--- config.mk ---
export PLATFORM = sky130hd
export DESIGN_NAME = hazard_stall_unit_flat
export DESIGN_NICKNAME = d
export VERILOG_FILES = /design/src/rtl/hazard_stall_unit_pkg.sv /design/src/rtl/hazard_stall_unit_if.sv /design/src/rtl/hazard_stall_unit_sat_counter.sv /design/src/rtl/hazard_stall_unit.sv /design/src/flat_wrapper.sv
export SDC_FILE = /design/constraint.sdc
export NUM_CORES = 1
export LEC_CHECK = 0
export ABC_AREA = 1
export BUFFER_PORTS_ARGS = -buffer_cell sky130_fd_sc_hd__buf_4
export CORE_UTILIZATION = 61
export CTS_BUF_LIST = sky130_fd_sc_hd__clkbuf_16
export CTS_CLUSTER_SIZE = 20
export DETAILED_ROUTE_END_ITERATION = 10
export PLACE_DENSITY = 0.86
export SLEW_MARGIN = 20
export SYNTH_ARGS = -nofsm -noshare
export SYNTH_HDL_FRONTEND = slang
export SYNTH_HIERARCHICAL = 1
export SYNTH_SLANG_ARGS = --single-unit
export TNS_END_PERCENT = 100
--- constraint.sdc ---
create_clock -name CLK -period 3.3 [get_ports CLK]
set_clock_uncertainty 0.05 [all_clocks]
set_input_delay 0.66 -clock CLK [delete_from_list [all_inputs] [get_ports CLK]]
set_output_delay 0.66 -clock CLK [all_outputs]
set_load 0.01 [all_outputs]
--- src/rtl/hazard_stall_unit_pkg.sv ---
// Shared types and constants for the hazard/stall control unit.
package hazard_stall_unit_pkg;

    localparam int unsigned TIMEOUT_DEFAULT = 16;
    localparam int unsigned CNT_W_DEFAULT   = 32;
    localparam int unsigned REG_ADDR_W      = 5;

    typedef enum logic [0:0] {
        RUN      = 1'b0,
        MEM_WAIT = 1'b1
    } hazard_state_t;

    typedef struct packed {
        logic pc_write;
        logic if_id_write;
        logic id_ex_write;
        logic ex_mem_write;
        logic mem_wb_write;
        logic if_id_flush;
        logic id_ex_flush;
    } pipe_ctrl_t;

    localparam pipe_ctrl_t CTRL_NORMAL = '{1'b1, 1'b1, 1'b1, 1'b1, 1'b1, 1'b0, 1'b0};
    localparam pipe_ctrl_t CTRL_FREEZE = '{1'b0, 1'b0, 1'b0, 1'b0, 1'b0, 1'b0, 1'b0};
    localparam pipe_ctrl_t CTRL_FLUSH  = '{1'b1, 1'b1, 1'b1, 1'b1, 1'b1, 1'b1, 1'b1};
    localparam pipe_ctrl_t CTRL_STALL  = '{1'b0, 1'b0, 1'b1, 1'b1, 1'b1, 1'b0, 1'b1};

    // A load in EX whose destination feeds a source actually read in ID.
    function automatic logic load_use_hazard(
        input logic                  memread,
        input logic [REG_ADDR_W-1:0] rd,
        input logic [REG_ADDR_W-1:0] rs1,
        input logic                  rs1_used,
        input logic [REG_ADDR_W-1:0] rs2,
        input logic                  rs2_used
    );
        return memread && (rd != '0) &&
               ((rs1_used && (rs1 == rd)) || (rs2_used && (rs2 == rd)));
    endfunction

endpackage

--- src/rtl/hazard_stall_unit_if.sv ---
// Pipeline hazard inputs, register-enable/flush controls and counters.
interface hazard_stall_unit_if
    import hazard_stall_unit_pkg::*;
#(
    parameter int unsigned CNT_W = CNT_W_DEFAULT
);
    logic [REG_ADDR_W-1:0] ID_RS1;
    logic [REG_ADDR_W-1:0] ID_RS2;
    logic                  ID_RS1_USED;
    logic                  ID_RS2_USED;
    logic [REG_ADDR_W-1:0] ID_EX_RD;
    logic                  ID_EX_MEMREAD;
    logic                  EX_BRANCH_TAKEN;
    logic                  MEM_REQ;
    logic                  MEM_READY;

    logic                  PC_WRITE;
    logic                  IF_ID_WRITE;
    logic                  ID_EX_WRITE;
    logic                  EX_MEM_WRITE;
    logic                  MEM_WB_WRITE;
    logic                  IF_ID_FLUSH;
    logic                  ID_EX_FLUSH;
    logic                  MEM_ERR;
    logic [CNT_W-1:0]      STALL_CNT;
    logic [CNT_W-1:0]      FLUSH_CNT;
    logic [CNT_W-1:0]      WAIT_CNT;

    modport master (
        output ID_RS1, ID_RS2, ID_RS1_USED, ID_RS2_USED, ID_EX_RD,
               ID_EX_MEMREAD, EX_BRANCH_TAKEN, MEM_REQ, MEM_READY,
        input  PC_WRITE, IF_ID_WRITE, ID_EX_WRITE, EX_MEM_WRITE, MEM_WB_WRITE,
               IF_ID_FLUSH, ID_EX_FLUSH, MEM_ERR, STALL_CNT, FLUSH_CNT, WAIT_CNT
    );

    modport slave (
        input  ID_RS1, ID_RS2, ID_RS1_USED, ID_RS2_USED, ID_EX_RD,
               ID_EX_MEMREAD, EX_BRANCH_TAKEN, MEM_REQ, MEM_READY,
        output PC_WRITE, IF_ID_WRITE, ID_EX_WRITE, EX_MEM_WRITE, MEM_WB_WRITE,
               IF_ID_FLUSH, ID_EX_FLUSH, MEM_ERR, STALL_CNT, FLUSH_CNT, WAIT_CNT
    );

endinterface

--- src/rtl/hazard_stall_unit_sat_counter.sv ---
// Saturating event counter with synchronous active-high reset.
module sat_counter #(
    parameter int unsigned CNT_W = 32
) (
    input  logic             CLK,
    input  logic             RST,
    input  logic             INC,
    output logic [CNT_W-1:0] COUNT
);

    logic [CNT_W-1:0] count_q;
    logic [CNT_W-1:0] count_d;

    always_comb begin
        count_d = count_q;
        if (INC && (count_q != '1)) begin
            count_d = count_q + CNT_W'(1);
        end
    end

    always_ff @(posedge CLK) begin
        if (RST) begin
            count_q <= '0;
        end else begin
            count_q <= count_d;
        end
    end

    assign COUNT = count_q;

endmodule

--- src/rtl/hazard_stall_unit.sv ---
// Pipeline hazard controller: load-use stall, branch flush, data-memory freeze
// with timeout, plus saturating performance counters.
module hazard_stall_unit
    import hazard_stall_unit_pkg::*;
#(
    parameter int unsigned TIMEOUT = TIMEOUT_DEFAULT,
    parameter int unsigned CNT_W   = CNT_W_DEFAULT
) (
    input  logic                CLK,
    input  logic                RST,
    hazard_stall_unit_if.slave  bus
);

    localparam int unsigned WCNT_W = $clog2(TIMEOUT + 1);

    hazard_state_t       state_q;
    hazard_state_t       state_d;
    logic [WCNT_W-1:0]   wcnt_q;
    logic [WCNT_W-1:0]   wcnt_d;
    logic                mem_err_q;
    logic                mem_err_d;

    logic                hazard;
    logic                mem_stall;
    pipe_ctrl_t          ctrl;
    logic                stall_inc;
    logic                flush_inc;
    logic                wait_inc;

    assign hazard    = load_use_hazard(bus.ID_EX_MEMREAD, bus.ID_EX_RD,
                                       bus.ID_RS1, bus.ID_RS1_USED,
                                       bus.ID_RS2, bus.ID_RS2_USED);
    assign mem_stall = bus.MEM_REQ && !bus.MEM_READY;

    // State register, wait counter and error pulse.
    always_ff @(posedge CLK) begin
        if (RST) begin
            state_q   <= RUN;
            wcnt_q    <= '0;
            mem_err_q <= 1'b0;
        end else begin
            state_q   <= state_d;
            wcnt_q    <= wcnt_d;
            mem_err_q <= mem_err_d;
        end
    end

    // Next state; the wait counter stops at TIMEOUT, where the wait is abandoned.
    always_comb begin
        state_d   = state_q;
        wcnt_d    = wcnt_q;
        mem_err_d = 1'b0;
        case (state_q)
            RUN: begin
                if (mem_stall) begin
                    state_d = MEM_WAIT;
                    wcnt_d  = WCNT_W'(1);
                end
            end
            MEM_WAIT: begin
                if (bus.MEM_READY) begin
                    state_d = RUN;
                    wcnt_d  = '0;
                end else if (wcnt_q == WCNT_W'(TIMEOUT)) begin
                    state_d   = RUN;
                    wcnt_d    = '0;
                    mem_err_d = 1'b1;
                end else begin
                    wcnt_d = wcnt_q + WCNT_W'(1);
                end
            end
            default: begin
                state_d = RUN;
                wcnt_d  = '0;
            end
        endcase
    end

    // Pipeline controls, priority: memory freeze, branch flush, load-use stall.
    always_comb begin
        ctrl      = CTRL_NORMAL;
        stall_inc = 1'b0;
        flush_inc = 1'b0;
        wait_inc  = 1'b0;
        if (!RST) begin
            case (state_q)
                RUN: begin
                    if (mem_stall) begin
                        ctrl     = CTRL_FREEZE;
                        wait_inc = 1'b1;
                    end else if (bus.EX_BRANCH_TAKEN) begin
                        ctrl      = CTRL_FLUSH;
                        flush_inc = 1'b1;
                    end else if (hazard) begin
                        ctrl      = CTRL_STALL;
                        stall_inc = 1'b1;
                    end
                end
                MEM_WAIT: begin
                    ctrl     = CTRL_FREEZE;
                    wait_inc = 1'b1;
                end
                default: begin
                    ctrl = CTRL_NORMAL;
                end
            endcase
        end
    end

    assign bus.PC_WRITE     = ctrl.pc_write;
    assign bus.IF_ID_WRITE  = ctrl.if_id_write;
    assign bus.ID_EX_WRITE  = ctrl.id_ex_write;
    assign bus.EX_MEM_WRITE = ctrl.ex_mem_write;
    assign bus.MEM_WB_WRITE = ctrl.mem_wb_write;
    assign bus.IF_ID_FLUSH  = ctrl.if_id_flush;
    assign bus.ID_EX_FLUSH  = ctrl.id_ex_flush;
    assign bus.MEM_ERR      = mem_err_q;

    sat_counter #(.CNT_W(CNT_W)) u_stall_cnt (
        .CLK   (CLK),
        .RST   (RST),
        .INC   (stall_inc),
        .COUNT (bus.STALL_CNT)
    );

    sat_counter #(.CNT_W(CNT_W)) u_flush_cnt (
        .CLK   (CLK),
        .RST   (RST),
        .INC   (flush_inc),
        .COUNT (bus.FLUSH_CNT)
    );

    sat_counter #(.CNT_W(CNT_W)) u_wait_cnt (
        .CLK   (CLK),
        .RST   (RST),
        .INC   (wait_inc),
        .COUNT (bus.WAIT_CNT)
    );

endmodule

--- src/flat_wrapper.sv ---
// flat-port wrapper written by rule: the top's interface ports become plain ports
module hazard_stall_unit_flat import hazard_stall_unit_pkg::*;
#(
    parameter int unsigned TIMEOUT = TIMEOUT_DEFAULT,
    parameter int unsigned CNT_W   = CNT_W_DEFAULT
)
  (CLK, RST, bus_ID_RS1, bus_ID_RS2, bus_ID_RS1_USED, bus_ID_RS2_USED, bus_ID_EX_RD, bus_ID_EX_MEMREAD, bus_EX_BRANCH_TAKEN, bus_MEM_REQ, bus_MEM_READY, bus_PC_WRITE, bus_IF_ID_WRITE, bus_ID_EX_WRITE, bus_EX_MEM_WRITE, bus_MEM_WB_WRITE, bus_IF_ID_FLUSH, bus_ID_EX_FLUSH, bus_MEM_ERR, bus_STALL_CNT, bus_FLUSH_CNT, bus_WAIT_CNT);
  hazard_stall_unit_if #(.CNT_W(CNT_W)) bus_i ();
  input  logic CLK;
  input  logic RST;
  input wire logic [$bits(bus_i.ID_RS1)-1:0] bus_ID_RS1;
  input wire logic [$bits(bus_i.ID_RS2)-1:0] bus_ID_RS2;
  input wire logic [$bits(bus_i.ID_RS1_USED)-1:0] bus_ID_RS1_USED;
  input wire logic [$bits(bus_i.ID_RS2_USED)-1:0] bus_ID_RS2_USED;
  input wire logic [$bits(bus_i.ID_EX_RD)-1:0] bus_ID_EX_RD;
  input wire logic [$bits(bus_i.ID_EX_MEMREAD)-1:0] bus_ID_EX_MEMREAD;
  input wire logic [$bits(bus_i.EX_BRANCH_TAKEN)-1:0] bus_EX_BRANCH_TAKEN;
  input wire logic [$bits(bus_i.MEM_REQ)-1:0] bus_MEM_REQ;
  input wire logic [$bits(bus_i.MEM_READY)-1:0] bus_MEM_READY;
  output wire logic [$bits(bus_i.PC_WRITE)-1:0] bus_PC_WRITE;
  output wire logic [$bits(bus_i.IF_ID_WRITE)-1:0] bus_IF_ID_WRITE;
  output wire logic [$bits(bus_i.ID_EX_WRITE)-1:0] bus_ID_EX_WRITE;
  output wire logic [$bits(bus_i.EX_MEM_WRITE)-1:0] bus_EX_MEM_WRITE;
  output wire logic [$bits(bus_i.MEM_WB_WRITE)-1:0] bus_MEM_WB_WRITE;
  output wire logic [$bits(bus_i.IF_ID_FLUSH)-1:0] bus_IF_ID_FLUSH;
  output wire logic [$bits(bus_i.ID_EX_FLUSH)-1:0] bus_ID_EX_FLUSH;
  output wire logic [$bits(bus_i.MEM_ERR)-1:0] bus_MEM_ERR;
  output wire logic [$bits(bus_i.STALL_CNT)-1:0] bus_STALL_CNT;
  output wire logic [$bits(bus_i.FLUSH_CNT)-1:0] bus_FLUSH_CNT;
  output wire logic [$bits(bus_i.WAIT_CNT)-1:0] bus_WAIT_CNT;
  assign bus_i.ID_RS1 = bus_ID_RS1;
  assign bus_i.ID_RS2 = bus_ID_RS2;
  assign bus_i.ID_RS1_USED = bus_ID_RS1_USED;
  assign bus_i.ID_RS2_USED = bus_ID_RS2_USED;
  assign bus_i.ID_EX_RD = bus_ID_EX_RD;
  assign bus_i.ID_EX_MEMREAD = bus_ID_EX_MEMREAD;
  assign bus_i.EX_BRANCH_TAKEN = bus_EX_BRANCH_TAKEN;
  assign bus_i.MEM_REQ = bus_MEM_REQ;
  assign bus_i.MEM_READY = bus_MEM_READY;
  assign bus_PC_WRITE = bus_i.PC_WRITE;
  assign bus_IF_ID_WRITE = bus_i.IF_ID_WRITE;
  assign bus_ID_EX_WRITE = bus_i.ID_EX_WRITE;
  assign bus_EX_MEM_WRITE = bus_i.EX_MEM_WRITE;
  assign bus_MEM_WB_WRITE = bus_i.MEM_WB_WRITE;
  assign bus_IF_ID_FLUSH = bus_i.IF_ID_FLUSH;
  assign bus_ID_EX_FLUSH = bus_i.ID_EX_FLUSH;
  assign bus_MEM_ERR = bus_i.MEM_ERR;
  assign bus_STALL_CNT = bus_i.STALL_CNT;
  assign bus_FLUSH_CNT = bus_i.FLUSH_CNT;
  assign bus_WAIT_CNT = bus_i.WAIT_CNT;
  hazard_stall_unit #(.TIMEOUT(TIMEOUT), .CNT_W(CNT_W)) u_core (.CLK(CLK), .RST(RST), .bus(bus_i));
endmodule
---- After elaboration in Yosys (flattened, before gate mapping) ----
Cells that the tools add are included.
operators by class
  add/sub/neg operators ................... 4
  eq/ne operators ......................... 7
  mux-type cells .......................... 25
  bitwise operators ....................... 1
  reduce and logical (&&, ||, !) cells .... 12
operators by type and width
  operator                                                          count
  32-bit by 1-bit adder with 32-bit output (second input constant)  3
  32-bit != test (second input constant)                            3
  7-bit two-way mux                                                 4
  5-bit two-way mux                                                 3
  1-bit two-way mux                                                 14
  7-bit case mux with 2 select lines                                1
  5-bit == test                                                     2
  5-bit case mux with 2 select lines                                1
  1-bit logical AND                                                 8
  5-bit by 1-bit adder with 5-bit output (second input constant)    1
  5-bit == test (second input constant)                             1
  5-bit nonzero test                                                1
  1-bit case mux with 2 select lines                                2
  3-bit OR reduction                                                1
  2-bit by 1-bit != test with 1-bit output (second input constant)  1
  1-bit zero test                                                   1
  1-bit logical OR                                                  1
  1-bit NOT                                                         1
word-level totals
  bits in registers ....................... 103
  bits of input ports ..................... 23
  output and inout bits ................... 104
  word-level logic and storage cells ...... 55

---- Longest topological paths before layout ----
  depth in word-level cells ............... 10
  gate-level depth with buffers ........... 17
  mapped depth without buffers ............ 17

---- By module ----
The synthesis kept the hierarchy.
by module, submodules not included
  module             instances  cells each  area an instance (um^2)  seq. area each (um^2)
  sat_counter        3          324         2062.0                   640.6
  hazard_stall_unit  1          117         689.4                    140.1

---- Worst setup path after synthesis ----
No wires, ideal clock.
  path kind ............................... input port to output port
  start ................................... in bus_MEM_READY
  end ..................................... out bus_PC_WRITE
  data arrival time ....................... 1.595 ns
  data required time ...................... 2.590 ns
  path slack .............................. 0.995 ns
  stages .................................. 9
  path buffers ............................ 1
  cell sequence ........................... inv_2 > nand2_4 > nand2_4 > inv_4 > nor2_1 > inv_1 > nand2_1 > inv_1 > buf_4
on the way
  longest elaborated chain between the ends .. 5
ends and longest elaborated chain
  element                             RTL line                 text
  start: declaration                  flat_wrapper.sv:19       input wire logic [$bits(bus_i.MEM_READY)-1:0] bus_MEM_READY;
  1-bit zero test                     hazard_stall_unit.sv:33  assign mem_stall = bus.MEM_REQ && !bus.MEM_READY;
  1-bit logical AND                   hazard_stall_unit.sv:33
  7-bit two-way mux                   hazard_stall_unit.sv:88  if (mem_stall) begin
  7-bit case mux with 2 select lines  hazard_stall_unit.sv:86  case (state_q)
  7-bit two-way mux                   hazard_stall_unit.sv:85  if (!RST) begin
  end: declaration                    flat_wrapper.sv:20       output wire logic [$bits(bus_i.PC_WRITE)-1:0] bus_PC_WRITE;
Every way passes these cells.

---- Worst setup path in the final report ----
  start ................................... in bus_MEM_READY
  end ..................................... out bus_IF_ID_WRITE
on the way
  longest elaborated chain between the ends .. 5
ends and longest elaborated chain
  element                             RTL line                 text
  1-bit zero test                     hazard_stall_unit.sv:33
  1-bit logical AND                   hazard_stall_unit.sv:33
  7-bit two-way mux                   hazard_stall_unit.sv:88
  7-bit case mux with 2 select lines  hazard_stall_unit.sv:86
  7-bit two-way mux                   hazard_stall_unit.sv:85
  end: declaration                    flat_wrapper.sv:21       output wire logic [$bits(bus_i.IF_ID_WRITE)-1:0] bus_IF_ID_WRITE;
Every way passes these cells.

==> flow_summary.toml <==
[run_status]
status = "completed"

[clock_network]
cts.sinks = 103
insertion_delay_ns = 0.35
tritoncts = "done"
cts-root-buf = "clkbuf_16"
cts_max_level = 3
cts_setup_buffers = 0
hold_buffers = 0
cts_buffer_depth = 2
cts_resized = 0
clk_pin_slew_ns = 0.06
numCtsBuffers = 9

[yosys]
synth_ff_type = "dfxtp_1"
yosysWarnings = 6
synthTopCellsByCount = "nand2_1 (297), nor2_1 (216), inv_1 (105)"
synth.area.top_cells = "dfxtp_1 (30%), nand2_1 (16%), nor2_1 (12%), inv_1 (5.7%), nand3_1 (5.6%)"
synthCells = 1089
ys_types = 33
synth.top_cell.area_share_pct = 30.0
ys_ff_latch = 103
synth_top_area_cell = "dfxtp_1"
synth_edf_count = 0
syn_nets = 1117
syn-cell-area_um2 = 6880
yosysMostFrequentCell = "nand2_1"
avgSynthCellArea_um2 = 6.31
synthArstFlopShare_pct = 0
ys_seq_area_share_pct = 30.0

[placement]
dpl.cell_count = 1331
portBuffers = 126
place_area_um2 = 7790
hpwlAfterDp_um = 12600
place.gp.congestion = 0.925

[sta]
hold_viol = 0
max_freq_ghz = 0.401
fin_hold_ws_ns = 0.445
setup_tns_ns = 0
drv_slew = 0
fin_crit_sh_pct = 75.6
relSlewSlack_pct = 57.8
setup_violations = 0
rsz0062_at_grt = "no"
period_needed_ns = 2.50
worst_pin_slew_ns = 0.630

[final_layout]
nFillCells = 988
n_antenna_cell = 0
area_delta_synth_final_pct = 17.2
finalInstanceArea_um2 = 8060
multi_input_area_um2 = 4110
stdcell_count = 1345
register_area_um2 = 2060
final_layout_size_suffix_gt1_share_pct = 22.0
fin_nets = 1230

[floorplanning]
start_util_pct = 63.1
die_h_um = 108
dieArea_um2 = 11700
dieWidth_um = 108
fp-row-count = 38
core-area_um2 = 10900
ios = 127

[detailed_routing]
routed-via-count = 7249
drcViolationCount = 0
vias_per_cell = 5.39
wl_per_cell_um = 12.9
ant_nets = 0
first_pass_iters = 8
drtIter0Drc = 556
drt_wl_total_um = 17400

[grt]
grt_start_max_net_pins = 42
grt_pass1_wl_um = 28200
grt_overflow = 0
grt_usage_pct = 29.8
grt_pass1_vias = 6209
antenna_found_initial = 0

[power]
power_density_nw_per_um2 = 299
peakVddDrop_mv = 0.386
p_leak_uw = 0.00378
p_total_uw = 2410

[worst_setup_path]
crit_type = "in -> out"
crit_path_end_kind = "output port"
cp_data_arrival_time_ns = 1.79
path_max_fanout = 4
crit_path_start_kind = "input pin"
slowest_stage = "nor2_1"
worstPathRequired_ns = 2.59
cp_top_family = "buffers and inverters"
crit_buf_inv = 6
max_stage_delay_ns = 0.28
path_cells = "buf_4, inv_2, nand2_4, nand2_4, inv_4, nor2_1, inv_1, nand2_1, inv_1, buf_4"

[min_path]
hold_class = "reg -> reg"

[flow_run]
max_cap_violations = 0
final timing paths:
kind	startpoint	endpoint	slack, ns	depth (start not counted)
worst max-delay path	bus_MEM_READY	bus_IF_ID_WRITE	0.80	10
worst min-delay path	u_core/wcnt_q[4]	u_core/wcnt_q[4]	0.44	2
worst max register to register	u_core/state_q	u_core/u_stall_cnt/COUNT[22]	1.20	13
worst min register to register	u_core/wcnt_q[4]	u_core/wcnt_q[4]	0.44	2
cells in the final DEF, fill, tap and decap left out:
master     count
nand4_1       39
nand3_1       77
ha_1           5
nor4_1         1
nor3_1         9
nand2_2       23
buf_4        129
inv_1        108
xor2_1         1
nor3_2         4
nand3b_1       3
a21oi_1       56
nand2_4       12
nand2_1      297
nor2_2        20
o21ai_2        2
inv_4          1
clkbuf_16      9
nand3_2       22
clkinv_1       4
inv_2         16
a21oi_2        4
bufinv_16      1
nor2_1       216
nor2_8         3
a31oi_1       15
and2_1         3
dfxtp_1      103
nor2_4        13
o21a_1         1
nand4_2        6
o21ai_0        2
kinds of logic (layout without fill, tap and decap cells):
kind of cell    Yosys count  count (layout)  synth area share [%]
fa+ha+maj                 5               5                 0.910
buf+inv                 152             268                  10.2
xor+xnor                  1               1                 0.127
compound gates           80              80                  6.46
simple gates            748             748                  52.3
flops                   103             103                  30.0
per-stage QoR:
| step | utilization [%] | setup slack [ns] |
|---|---|---|
| 6_report | 74.0 | 0.804 |
| 5_1_grt | 74.0 | 0.674 |
| 4_1_cts | 74.0 | 0.785 |
| 3_5_place_dp | 71.5 | 0.715 |
| 3_3_place_gp | 71.5 | 0.767 |
| 2_1_floorplan | - | 0.995 |
area by class of cell:
cell class              instances  area share (%)
clock buffers                   9            2.80
clock inverters                 5           0.559
inverters                     125            5.85
multi-input cells             834            51.0
flip-flops and latches        103            25.6
well taps                     140            2.17
repair buffers                129            12.0
worst min-delay path, cell delays in order (launching register included):
cell and delay [ns]:
dfxtp_1 0.31, inv_1 0.09, a21oi_2 0.05
metal layers:
layer | up-vias | GRT usage [%] | part of all wire [%]
li1 | 3698 | - | -
met5 | - | 0 | 0
met1 | 3231 | 39.2 | 46
met3 | 25 | 6.21 | 7.2
met4 | 0 | 7.93 | 1.6
met2 | 295 | 49.3 | 46
state kept, by name (all words and copies together), names as in the netlist:
name and count:
u_core/u_flush_cnt/COUNT 32, u_core/u_stall_cnt/COUNT 32, u_core/u_wait_cnt/COUNT 32, u_core/wcnt_q 5
u_core/bus.MEM_ERR 1, u_core/state_q 1
power by group:
group | internal (uW) | switching [uW]
clock | 569 | 445
combinational | 57.1 | 89.3
sequential | 1250 | 5.01
total | 1870 | 539
Power figures use the tool's default switching activity.
